==> src/rtl/aes_key_schedule.sv <==
// AES-128 key schedule: streams round keys 0..10 one per Rk handshake.
// Optional AES_KEY_REVERSE_EN adds a Reverse input that delivers round 10 down to round 0.
`ifndef AES_BLOCK_SIZE
`define AES_BLOCK_SIZE 128
`endif

module aes_key_schedule (
  input  logic                       Clk,
  input  logic                       Rst,
  input  logic                       Key_valid,
  output logic                       Key_ready,
  input  logic [`AES_BLOCK_SIZE-1:0] Key,
`ifdef AES_KEY_REVERSE_EN
  input  logic                       Reverse,
`endif
  output logic                       Rk_valid,
  input  logic                       Rk_ready,
  output logic [`AES_BLOCK_SIZE-1:0] Rk,
  output logic [3:0]                 Rk_round,
  output logic                       Rk_last,
  output logic                       Busy
);
  localparam int KW = `AES_BLOCK_SIZE;

  typedef enum logic [1:0] {
    IDLE   = 2'd0,
    EMIT   = 2'd1
`ifdef AES_KEY_REVERSE_EN
    ,EXPAND = 2'd2
`endif
  } state_t;

  function automatic logic [7:0] gf_mul(input logic [7:0] a, input logic [7:0] b);
    logic [7:0] p;
    logic [7:0] aa;
    p  = 8'h00;
    aa = a;
    for (int i = 0; i < 8; i++) begin
      if (b[i]) p = p ^ aa;
      aa = {aa[6:0], 1'b0} ^ (aa[7] ? 8'h1b : 8'h00);
    end
    return p;
  endfunction

  // S-box built from its definition: inverse via x^254, then the affine map.
  function automatic logic [7:0] sbox(input logic [7:0] x);
    logic [7:0] sq;
    logic [7:0] inv;
    sq  = x;
    inv = 8'h01;
    for (int k = 1; k < 8; k++) begin
      sq  = gf_mul(sq, sq);
      inv = gf_mul(inv, sq);
    end
    return inv ^ {inv[6:0], inv[7]} ^ {inv[5:0], inv[7:6]} ^
           {inv[4:0], inv[7:5]} ^ {inv[3:0], inv[7:4]} ^ 8'h63;
  endfunction

  function automatic logic [KW-1:0] next_key(input logic [KW-1:0] k, input logic [7:0] rcon);
    logic [31:0] w0, w1, w2, w3, rot, sub, w4, w5, w6, w7;
    {w0, w1, w2, w3} = k;
    rot = {w3[23:0], w3[31:24]};
    sub = {sbox(rot[31:24]), sbox(rot[23:16]), sbox(rot[15:8]), sbox(rot[7:0])};
    w4  = w0 ^ sub ^ {rcon, 24'h0};
    w5  = w1 ^ w4;
    w6  = w2 ^ w5;
    w7  = w3 ^ w6;
    return {w4, w5, w6, w7};
  endfunction

  state_t          state_reg;
  logic            key_ready_reg;
  logic            rk_valid_reg;
  logic [KW-1:0]   rk_reg;
  logic [3:0]      round_reg;
  logic            last_reg;
  logic            busy_reg;
  logic [7:0]      rcon_reg;
  logic [KW-1:0]   rk_next;
  logic [7:0]      rcon_next;

  assign rk_next   = next_key(rk_reg, rcon_reg);
  assign rcon_next = {rcon_reg[6:0], 1'b0} ^ (rcon_reg[7] ? 8'h1b : 8'h00);

`ifdef AES_KEY_REVERSE_EN
  logic            rev_reg;
  logic [KW-1:0]   key_store [0:10];

  // Rounds 0..9 are stored while expanding; round 10 stays in rk_reg for the first emit.
  always_ff @(posedge Clk) begin
    if (state_reg == EXPAND) key_store[round_reg] <= rk_reg;
  end
`endif

  always_ff @(posedge Clk or posedge Rst) begin
    if (Rst) begin
      state_reg     <= IDLE;
      key_ready_reg <= 1'b1;
      rk_valid_reg  <= 1'b0;
      rk_reg        <= '0;
      round_reg     <= 4'd0;
      last_reg      <= 1'b0;
      busy_reg      <= 1'b0;
      rcon_reg      <= 8'h01;
`ifdef AES_KEY_REVERSE_EN
      rev_reg       <= 1'b0;
`endif
    end else begin
      case (state_reg)
        IDLE: begin
          if (Key_valid) begin
            rk_reg        <= Key;
            round_reg     <= 4'd0;
            rcon_reg      <= 8'h01;
            key_ready_reg <= 1'b0;
            busy_reg      <= 1'b1;
`ifdef AES_KEY_REVERSE_EN
            rev_reg       <= Reverse;
            if (Reverse) begin
              state_reg <= EXPAND;
            end else begin
              state_reg    <= EMIT;
              rk_valid_reg <= 1'b1;
            end
`else
            state_reg     <= EMIT;
            rk_valid_reg  <= 1'b1;
`endif
          end
        end
        EMIT: begin
          if (Rk_ready) begin
            if (last_reg) begin
              state_reg     <= IDLE;
              rk_valid_reg  <= 1'b0;
              last_reg      <= 1'b0;
              key_ready_reg <= 1'b1;
              busy_reg      <= 1'b0;
            end
`ifdef AES_KEY_REVERSE_EN
            else if (rev_reg) begin
              rk_reg    <= key_store[round_reg - 4'd1];
              round_reg <= round_reg - 4'd1;
              last_reg  <= (round_reg == 4'd1);
            end
`endif
            else begin
              rk_reg    <= rk_next;
              rcon_reg  <= rcon_next;
              round_reg <= round_reg + 4'd1;
              last_reg  <= (round_reg == 4'd9);
            end
          end
        end
`ifdef AES_KEY_REVERSE_EN
        EXPAND: begin
          rk_reg    <= rk_next;
          rcon_reg  <= rcon_next;
          round_reg <= round_reg + 4'd1;
          if (round_reg == 4'd9) begin
            state_reg    <= EMIT;
            rk_valid_reg <= 1'b1;
          end
        end
`endif
        default: state_reg <= IDLE;
      endcase
    end
  end

  assign Key_ready = key_ready_reg;
  assign Rk_valid  = rk_valid_reg;
  assign Rk        = rk_reg;
  assign Rk_round  = round_reg;
  assign Rk_last   = last_reg;
  assign Busy      = busy_reg;

endmodule

==> config.mk <==
export PLATFORM = sky130hd
export DESIGN_NAME = aes_key_schedule
export DESIGN_NICKNAME = d
export VERILOG_FILES = /design/src/rtl/aes_key_schedule.sv
export SDC_FILE = /design/constraint.sdc
export NUM_CORES = 2
export LEC_CHECK = 0
export BUFFER_PORTS_ARGS = -buffer_cell sky130_fd_sc_hd__buf_4
export CORE_ASPECT_RATIO = 1.5
export CORE_UTILIZATION = 50
export CTS_CLUSTER_DIAMETER = 120
export DETAILED_ROUTE_END_ITERATION = 7
export PLACE_DENSITY = 0.75
export SYNTH_ARGS = -nofsm -noshare
export SYNTH_HDL_FRONTEND = slang
export SYNTH_SLANG_ARGS = --single-unit
==> constraint.sdc <==
create_clock -name Clk -period 15.45 [get_ports Clk]
set_clock_uncertainty 0.05 [all_clocks]
set_input_delay 3.09 -clock Clk [delete_from_list [all_inputs] [get_ports Clk]]
set_output_delay 3.09 -clock Clk [all_outputs]
set_load 0.1 [all_outputs]
==> results by group <==
Clocking
  – Root Driver: clkbuf_16
  – CTS tree: yes
  – Total CTS buffers: 17
  – CTS Hold Bufs: 0
  – Clk_lat worst skew: 0.53 ns
  – Clk sink count: around 140
  – Clock-pin slew on the worst setup and hold paths: 0.07 ns
  – Clock Tree Buf Depth: 2
  – CTS H-tree depth: 4

STA
  – Final hold slack: 0.485 ns
  – F_max: 67.1 MHz
  – Worst relative slew slack: around an eighth
  – Max Slew Vio Count: 0
  – Endpoints failing setup: 0
  – Fin. Hold Viols: 0
  – Setup TNS: 0 ns
  – Crit share post-route: 96.5%
  – Period minus WS final: between 10 and 15 ns
  – Slew at the pin with the worst max-slew slack: 1.29 ns

Route
  – Metal1 wirelength: 85900 µm
  – Total wire length: 232000 µm
  – DR DRC count: 0
  – Met3 WL post-DR: between 15000 and 20000 µm
  – WL/cell: 21.9 µm
  – Routed Antenna Nets: 0
  – Initial DRC Count: 4978
  – Top routing layer in use: met5
  – Via-to-Cell Ratio: 6.08
  – DR pass1 iterations: 6
  – Met2 wire len: 113000 µm
  – Vias: 64500

Worst setup path
  – Worst path depth: 51
  – Worst Path Buf+Inv: 3
  – Crit Path Class: register to register
  – Crit. End Element: register
  – CP arrival: 15.23 ns
  – Crit path top cell by count: xnor2_1
  – Crit-path max FO: 19
  – R2r setup slk: around 0.54 ns
  – Startpoint types: register
  – WP data required: 15.77 ns
  – Cell family with most CP delay: XOR/XNOR gates
  – Slowest CP cell: xnor3_2
  – R2r worst-path depth: 51
  – Critical path's largest stage delay: around 0.62 ns

Yosys
  – Simple-Gate Fraction of Synth Area: 19.9%
  – Largest family of logic cells by synthesized area: XOR/XNOR gates
  – Gate Count Post-Synth: ~8500
  – Synth cell types: 119
  – Ys async rst share: 100%
  – #FFs+latches synth: around 140
  – Adder-Cell Fraction of Synth Area: 0.505%
  – Synthesized net count: 8612
  – Seq/Total Area, Yosys: 5.60%
  – Complex-gate fraction of the synthesized area: a little under a fifth
  – Post-synthesis mux area share: 4.18%
  – XOR/XNOR share of the synthesized area: a little under half
  – Post-synth EDFFs: 0
  – Syn. warnings: 0
  – Mapped cell area: roughly 0.064 mm²
  – Synth Area per Inst: 7.56 µm²
  – Main synth FF type: dfrtp_1

Cells and area
  – Fraction of layout cells with a size suffix above 1: 18.1%
  – Area grow syn2layout: 16.0%
  – # fillers: about 12000
  – Finished Cell Area: approximately 0.074 mm²
  – Non-Filler Instances: 10600
  – Fin nets: about 9100
  – Largest register FFs: 128

Die
  – Die X: 294 µm
  – Starting Density: 50.5%
  – IO Count: 268
  – Row cnt: 160
  – Die span in y: ~440 µm
  – CORE AREA: roughly 0.13 mm²
  – Die Footprint: 0.129 mm²

Global routing
  – Vias in the first global route: 61800
  – Largest net degree at the start of global routing: between 80 and 90
  – Total GRT Usage: 34.5%
  – Initial antenna violation count: 11
  – First-pass GRT wire length: 354000 µm
  – GRT overflow: 0

Placed design
  – IO buf count: 267
  – DP Cell Count: between 10000 and 15000
  – Routability cong.: 0.961
  – Detailed placer's ending HPWL: ~180000 µm
  – Placed Area: between 0.07 and 0.08 mm²

Min path
  – Hold WC Path Type: register to register
  – WHS Path Cells: 2

Run
  – Max-cap violations: 0

Outcome
  – Status: completed
## through the flow
step	utilization, %	setup WS [ns]
finish	58.5	0.544
global route	58.5	-0.106
CTS	56.8	0.00237
detailed placement	55.9	-1.01
global placement	55.9	-0.772
floorplan	-	0.00921
## tightest hold or removal path: stages (launching register included)
cell,delay [ns]
dfrtp_1,0.39
nand2_1,0.06
nand2_1,0.06
## final timing paths
kind	startpoint	endpoint
max reg2reg	Rk[31]	Rk[0]
max	Rk[31]	Rk[0]
max in group asynchronous	Rst	Rk[22]
min in group asynchronous	Rst	Rk[15]
min	rcon_reg[6]	rcon_reg[7]
min reg2reg	rcon_reg[6]	rcon_reg[7]
## Yosys cell counts (all sizes together), types with 29 or more instances
library cell	n	area, µm²
a211oi	73	586
o21a	36	270
o22ai	104	651
and2	58	363
a221oi	30	269
o211ai	76	576
mux2i	211	2110
or3	50	313
mux2	38	428
nor2	1127	4250
a221o	41	410
clkbuf	379	1420
a31oi	71	459
nor3	235	1180
nand2	965	3620
inv	94	353
nand2b	57	357
xor3	40	952
xnor2	1692	15600
o21ai	443	2220
a22oi	90	686
nor2b	67	419
a21oi	437	2220
dfrtp	141	3530
o221ai	39	342
xnor3	390	8810
nand3	204	1020
or2	29	181
xor2	498	4670
buf	222	1170
and3	37	231
## final cells by class
class                   count  area (µm²)  area share (%)
diodes                      7        17.5          0.0236
multi-input cells        7610       59600            80.3
flip-flops and latches    143        3600            4.85
clock buffers              20         447           0.602
well taps                1701        2130            2.87
repair buffers           1023        7840            10.6
inverters                 106         407           0.548
clock inverters            11         181           0.245
## metal layers
| metal | vias up | GRT usage, % |
|---|---|---|
| met1 | 30800 | 39.2 |
| met3 | 773 | 5.47 |
| met2 | 2957 | 59.5 |
| met4 | 8 | 22.9 |
| li1 | 30000 | - |
| met5 | - | 0 |
## what timing repair did
action | 4_1_cts | 5_1_grt
cloned | 1 | 0
buffers inserted | 14 | 90
setup endpoints to repair | 89 | 127
resized for setup | 60 | 246
pin swaps | 10 | 63
## cell families after synthesis
kind of cell / after synthesis
AOI/OAI and AO/OA: 1769
and+or+nand+nor: 2938
muxes: 255
buffers and inverters: 707
DFF: 143
adders and majority gates: 27
xor gates and xnor gates: 2620
## cells in the final DEF, fill, tap and decap left out, types with 202 or more instances in the layout
cell,instances
xnor2_2,202
xnor3_1,328
o21ai_0,381
nor3_1,230
xnor2_1,1459
mux2i_1,208
buf_4,1009
nand3_1,203
xor2_1,425
nor2_1,1119
nand2_1,961
a21oi_1,428
Power is left out: the tool's default activity adds up to more than one toggle a clock period on the data nets, which glitch-free logic cannot reach.
